`src/rtl/spi_disp_pkg.sv`:
```
// Shared constants and types for the SPI display command controller.
package spi_disp_pkg;

  // Command opcodes accepted in the idle state
  localparam logic [7:0] OP_SET_DIGITS  = 8'h01;
  localparam logic [7:0] OP_SET_COLON   = 8'h02;
  localparam logic [7:0] OP_READ_DIGITS = 8'h03;
  localparam logic [7:0] OP_INCREMENT   = 8'h04;
  localparam logic [7:0] OP_SET_LED     = 8'h05;
  localparam logic [7:0] OP_STATUS      = 8'h06;

  // Default reply bytes
  localparam logic [7:0] ACK_DEFAULT = 8'h55;
  localparam logic [7:0] NAK_DEFAULT = 8'hEE;

  // Colon / decimal point encoding driven to the display
  localparam logic [1:0] COLON_ON   = 2'b00;
  localparam logic [1:0] COLON_DP   = 2'b01;
  localparam logic [1:0] COLON_NONE = 2'b11;

  typedef enum logic [2:0] {
    StIdle,
    StDigHi,
    StDigLo,
    StColonArg,
    StLedArg,
    StReadLo
  } state_e;

  // True when both nibbles of a byte are valid BCD digits
  function automatic logic is_bcd_byte(input logic [7:0] b);
    return (b[7:4] <= 4'd9) && (b[3:0] <= 4'd9);
  endfunction

endpackage

```
`src/rtl/bcd4_inc.sv`:
```
// Combinational 4-digit BCD incrementer; 9999 wraps to 0000.
module bcd4_inc (
  input  logic [15:0] value,
  output logic [15:0] result
);

  logic [4:0] carry_chain;

  // Ripple a +1 through the digits, each 9 rolling to 0 and passing the carry on
  always_comb begin
    carry_chain    = 5'b0;
    carry_chain[0] = 1'b1;
    result         = value;
    for (int i = 0; i < 4; i++) begin
      if (carry_chain[i]) begin
        if (value[4*i +: 4] >= 4'd9) begin
          result[4*i +: 4] = 4'd0;
          carry_chain[i+1] = 1'b1;
        end else begin
          result[4*i +: 4] = value[4*i +: 4] + 4'd1;
        end
      end
    end
  end

endmodule

```
`src/rtl/spi_disp_ctrl.sv`:
```
// Command parser between the SPI slave byte interface and the 4-digit display.
// Owns the digit, colon, LED and error registers and loads SPI reply bytes.
module spi_disp_ctrl
  import spi_disp_pkg::*;
#(
  parameter int unsigned TIMEOUT_CYCLES = 1600000,
  parameter logic [7:0]  ACK_BYTE       = ACK_DEFAULT,
  parameter logic [7:0]  NAK_BYTE       = NAK_DEFAULT
) (
  input  logic       clk,
  input  logic       reset,
  input  logic       cs_active,
  input  logic       rx_valid,
  input  logic [7:0] rx_data,
  output logic       tx_valid,
  output logic [7:0] tx_data,
  output logic [3:0] digit0,
  output logic [3:0] digit1,
  output logic [3:0] digit2,
  output logic [3:0] digit3,
  output logic [1:0] colon,
  output logic       led,
  output logic       err
);

  // Counter holds 0..TIMEOUT_CYCLES-1; expiry fires on the cycle it would pass the last value
  localparam int unsigned CntW = (TIMEOUT_CYCLES > 1) ? $clog2(TIMEOUT_CYCLES) : 1;
  localparam logic [CntW-1:0] TmoLast =
      (TIMEOUT_CYCLES == 0) ? '0 : CntW'(TIMEOUT_CYCLES - 1);
  localparam bit TmoEnable = (TIMEOUT_CYCLES != 0);

  state_e          state_q;
  logic [15:0]     digits_q;
  logic [15:0]     digits_inc;
  logic [7:0]      shadow_q;
  logic [1:0]      colon_q;
  logic            led_q;
  logic            cmd_err_q;
  logic            timeout_err_q;
  logic            tx_valid_q;
  logic [7:0]      tx_data_q;
  logic [CntW-1:0] tmo_q;

  logic            in_idle;
  logic            rx_take;

  assign in_idle = (state_q == StIdle);
  // Bytes are only meaningful while chip-select is held
  assign rx_take = rx_valid & cs_active;

  bcd4_inc u_bcd4_inc (
    .value  (digits_q),
    .result (digits_inc)
  );

  // Frame FSM with registered display state and reply outputs
  always_ff @(posedge clk or posedge reset) begin
    if (reset) begin
      state_q       <= StIdle;
      digits_q      <= '0;
      shadow_q      <= '0;
      colon_q       <= COLON_NONE;
      led_q         <= 1'b0;
      cmd_err_q     <= 1'b0;
      timeout_err_q <= 1'b0;
      tx_valid_q    <= 1'b0;
      tx_data_q     <= '0;
      tmo_q         <= '0;
    end else begin
      tx_valid_q <= 1'b0;
      if (!in_idle && !cs_active) begin
        // Abort beats any byte arriving in the same cycle; nothing commits
        state_q  <= StIdle;
        shadow_q <= '0;
        tmo_q    <= '0;
      end else if (rx_take) begin
        tmo_q      <= '0;
        tx_valid_q <= 1'b1;
        tx_data_q  <= ACK_BYTE;
        unique case (state_q)
          StIdle: begin
            case (rx_data)
              OP_SET_DIGITS: state_q <= StDigHi;
              OP_SET_COLON:  state_q <= StColonArg;
              OP_SET_LED:    state_q <= StLedArg;
              OP_READ_DIGITS: begin
                state_q   <= StReadLo;
                tx_data_q <= digits_q[15:8];
              end
              OP_INCREMENT:  digits_q <= digits_inc;
              OP_STATUS: begin
                tx_data_q     <= {6'b0, timeout_err_q, cmd_err_q};
                cmd_err_q     <= 1'b0;
                timeout_err_q <= 1'b0;
              end
              default: begin
                cmd_err_q <= 1'b1;
                tx_data_q <= NAK_BYTE;
              end
            endcase
          end
          StDigHi: begin
            shadow_q <= rx_data;
            state_q  <= StDigLo;
          end
          StDigLo: begin
            // All four digits commit together or not at all
            if (is_bcd_byte(shadow_q) && is_bcd_byte(rx_data)) begin
              digits_q <= {shadow_q, rx_data};
            end else begin
              cmd_err_q <= 1'b1;
              tx_data_q <= NAK_BYTE;
            end
            state_q <= StIdle;
          end
          StColonArg: begin
            colon_q <= rx_data[1:0];
            state_q <= StIdle;
          end
          StLedArg: begin
            led_q   <= rx_data[0];
            state_q <= StIdle;
          end
          StReadLo: begin
            tx_data_q <= digits_q[7:0];
            state_q   <= StIdle;
          end
          default: state_q <= StIdle;
        endcase
      end else if (!in_idle) begin
        if (TmoEnable && (tmo_q == TmoLast)) begin
          state_q       <= StIdle;
          shadow_q      <= '0;
          timeout_err_q <= 1'b1;
          tmo_q         <= '0;
        end else begin
          tmo_q <= tmo_q + CntW'(1);
        end
      end
    end
  end

  assign tx_valid = tx_valid_q;
  assign tx_data  = tx_data_q;
  assign digit0   = digits_q[3:0];
  assign digit1   = digits_q[7:4];
  assign digit2   = digits_q[11:8];
  assign digit3   = digits_q[15:12];
  assign colon    = colon_q;
  assign led      = led_q;
  assign err      = cmd_err_q | timeout_err_q;

endmodule

```
`config.mk`:
```
export PLATFORM = sky130hd
export DESIGN_NAME = spi_disp_ctrl
export DESIGN_NICKNAME = d
export VERILOG_FILES = /design/src/rtl/spi_disp_pkg.sv /design/src/rtl/bcd4_inc.sv /design/src/rtl/spi_disp_ctrl.sv
export SDC_FILE = /design/constraint.sdc
export NUM_CORES = 1
export LEC_CHECK = 0
export BUFFER_PORTS_ARGS = -buffer_cell sky130_fd_sc_hd__buf_4
export CAP_MARGIN = 20
export CORE_ASPECT_RATIO = 1.25
export CORE_MARGIN = 2
export CORE_UTILIZATION = 32
export DETAILED_ROUTE_END_ITERATION = 8
export PLACE_DENSITY = 0.55
export SYNTH_ARGS = -nofsm -noshare
export SYNTH_HDL_FRONTEND = slang
export SYNTH_SLANG_ARGS = --single-unit
```
`constraint.sdc`:
```
create_clock -name clk -period 3.4 [get_ports clk]
set_clock_uncertainty 0.05 [all_clocks]
set_input_delay 0.34 -clock clk [delete_from_list [all_inputs] [get_ports clk]]
set_output_delay 0.34 -clock clk [all_outputs]
set_load 0.01 [all_outputs]
```
==> impl_metrics.yaml <==
place:
  gp_congestion: 0.8296
  dp_hpwl_mm: 7.181
  dp.cells: 561
  io_buffers: 40
cts:
  clock_latency_ns: 0.34
  cts_num_sinks: 62
  clock_tree.root_cell: "clkbuf_16"
  postCtsSetupBuffers: 0
  cts_inserted_buffers: 9
  cts_max_path_buffers: 2
  postCtsHoldBufs: 0
  cts_resized: 0
  clk_pin_slew_ns: 0.06
  cts.htree.levels: 3
  tritoncts: "built"
floorplanning:
  core_mm2: 0.01103
  ioPinCount: 41
  die-area_mm2: 0.01213
  die_h_um: 122.6
  die_w_um: 98.92
  initial_core_util: 0.3267
  num_rows: 43
sta:
  fin_crit_sh: 0.7757
  setup_viol: 0
  hold_violations: 0
  tightest_slew_ns: 1.010
  fmax_ghz: 0.3792
  rsz0062_at_grt: "no"
  setup_tns_ns: 0
  fin_crit_ns: 2.637
  relSlewSlack: 0.3214
  final-max-slew-violation-count: 0
finish:
  drive_above_1_share: 0.1923
  instances_no_fill: 577
  diodes: 0
  nNetsFinal: 462
  area_growth_syn_to_layout_pct: 22.12
  fin_util: 0.3990
route:
  wl_mm: 9.729
  dr.pass1.iters: 4
  wl_per_cell_um: 16.86
  via_per_inst: 5.399
  drt_iter0_markers: 140
  drc: 0
  postRouteAntennaNets: 0
  num_vias: 3115
pwr:
  intPower_w: 0.001578
  p_leak_nw: 1.984
  power_w: 0.002053
  irDropWorstVdd_mv: 0.2630
  combPwrFrac: 0.093
  p_sw_w: 0.0004758
  swShare: 0.2317
  pwr_density_cell_mw_per_mm2: 466.6
  clkPwrFrac: 0.506
  seq_power_share: 0.401
critical_path:
  critPathBufInv: 0
  r2r_start: "state_q[2]$_DFFE_PP0P_"
  required_ns: 3.57
  cp_max_fo: 13
  cp-end-kind: "flip-flop"
  worstSetupPathType: "reg -> reg"
  crit_chain: "nor2_1, nand2_1, or4b_4, or2_0, o32a_1"
  cpPeakStageDelay_ns: 0.66
  slowest_stage: "or4b_4"
  worstSetupStartpointType: "flip-flop"
  reg2reg_setup_slack_ns: 0.76
  crit_family: "simple AND/OR/NAND/NOR gates"
  r2r-end: "digits_q[11]$_DFFE_PP0P_"
  arrival_ns: 2.81
  reg2reg_depth: 5
yosys:
  yosysTopAreaCell: "dfrtp_1"
  synth_top_area_frac: 0.4167
  yosysUniqueCellTypes: 65
  yosysWarningCount: 0
  avgSynthCellArea_um2: 9.123
  yosys-top-cells-area: "dfrtp_1 (42%), nor2_1 (5.3%), ha_1 (4.5%)"
  synth_edf_count: 0
  async_flop_share: 1.000
  synth_seq_cells: 62
  yosysSeqAreaShare: 0.4312
  ys_dominant_reg_cell: "dfrtp_1"
  syn_inst: 395
  synth_nets: 420
  syn_area_mm2: 0.003603
grt:
  grt_pass1_wl_mm: 15.85
  antenna_found_initial: 0
  grt_max_degree: 44
  grt.total_usage: 0.1687
  grt_pass1_vias: 3196
  grt-ovfl-total: 0
outcome:
  outcome: "finished clean"
hold_path:
  hold_class: "in -> async"
flow_run:
  cap_violations: 0
sequential cells by signal, summed over array words and instances (netlist names):
register       cells
tx_valid           1
state_q            3
cmd_err_q          1
timeout_err_q      1
tx_data            8
tmo_q             21
shadow_q           8
led                1
colon              2
digits_q          16
layout by cell type (no fill, tap or decap), types with 11 or more instances in the layout:
master and instances:
dfrtp_1 60, nor2_1 51, buf_4 51, nand2_1 32
inv_1 24, o21ai_0 24, a21oi_1 17, xor2_1 14
mux2i_1 13, nor3_1 13, ha_1 13, nand3_1 11
stage by stage:
| stage | area [um2] | hold WS [ns] | worst slack (ns) |
|---|---|---|---|
| after global routing | 4400 | 0.2420 | 0.5519 |
| after global placement | 4069 | 0.4438 | 0.6055 |
| after CTS | 4400 | 0.2030 | 0.7280 |
| after detailed placement | 4069 | 0.4392 | 0.5645 |
| after floorplan | 3603 | 0.4208 | 0.7971 |
| final | 4400 | 0.1731 | 0.7627 |
power groups by stage:
stage          registers (W)  clock network (W)  logic (W)
4_1_cts             0.000823            0.00107   0.000196
3_5_place_dp        0.000835                  0   0.000195
2_1_floorplan       0.000828                  0   0.000111
6_report            0.000823            0.00104   0.000191
5_1_grt             0.000828            0.00109   0.000218
3_3_place_gp        0.000833                  0   0.000193
cell type report:
class | count | area (um2)
timing repair buffer | 51 | 382.9
multi-input combinational | 288 | 1869
inverter | 25 | 93.84
sequential | 62 | 1554
clock buffer | 12 | 236.5
tap | 135 | 168.9
clock inverter | 4 | 95.09
fill | 1094 | 6629
kinds of logic after synthesis:
kind of cell / synth area share
compound gates: 0.1708
simple gates: 0.2004
buf+inv: 0.05139
xor+xnor: 0.04618
flops: 0.4312
mux: 0.05486
fa+ha+maj: 0.04514
layer usage:
layer / track usage / vias up / share of wire
met5: 0 / - / 0
met4: 0.07192 / 0 / 0.018
met3: 0.04271 / 14 / 0.043
met2: 0.3049 / 80 / 0.52
met1: 0.1872 / 1523 / 0.42
li1: - / 1498 / -
Yosys cell counts (all sizes together), types with 2 or more instances:
| master | number |
|---|---|
| a21boi | 5 |
| a32o | 2 |
| or2 | 2 |
| nor3 | 13 |
| a32oi | 4 |
| nand4 | 10 |
| a211o | 4 |
| or3b | 2 |
| and3 | 2 |
| buf | 5 |
| o32a | 2 |
| nor2 | 52 |
| o21ai | 25 |
| and2 | 2 |
| dfrtp | 60 |
| ha | 13 |
| nor3b | 2 |
| nand3 | 11 |
| a2bb2oi | 2 |
| xor2 | 14 |
| a22oi | 4 |
| nand2b | 2 |
| nor4 | 3 |
| inv | 25 |
| mux2 | 6 |
| o2bb2ai | 2 |
| a31oi | 7 |
| a221oi | 2 |
| nand2 | 32 |
| dfstp | 2 |
| a21oi | 17 |
| xnor2 | 5 |
| a41oi | 2 |
| clkbuf | 14 |
| mux2i | 13 |
| and4 | 2 |
| or4b | 3 |
worst max path at each step:
stage | to | startpoint | depth (start not counted)
after CTS | digits_q[11]$_DFFE_PP0P_ | shadow_q[5]$_DFFE_PP0P_ | 5
after global placement | digits_q[11]$_DFFE_PP0P_ | rx_data[4] | 6
after global routing | digits_q[11]$_DFFE_PP0P_ | state_q[2]$_DFFE_PP0P_ | 5
after detailed placement | digits_q[11]$_DFFE_PP0P_ | rx_data[4] | 6
final | digits_q[11]$_DFFE_PP0P_ | state_q[2]$_DFFE_PP0P_ | 5
after floorplan | shadow_q[0]$_DFFE_PP0P_ | tmo_q[17]$_DFFE_PP0P_ | 5
(Power assumes the default switching activity.)
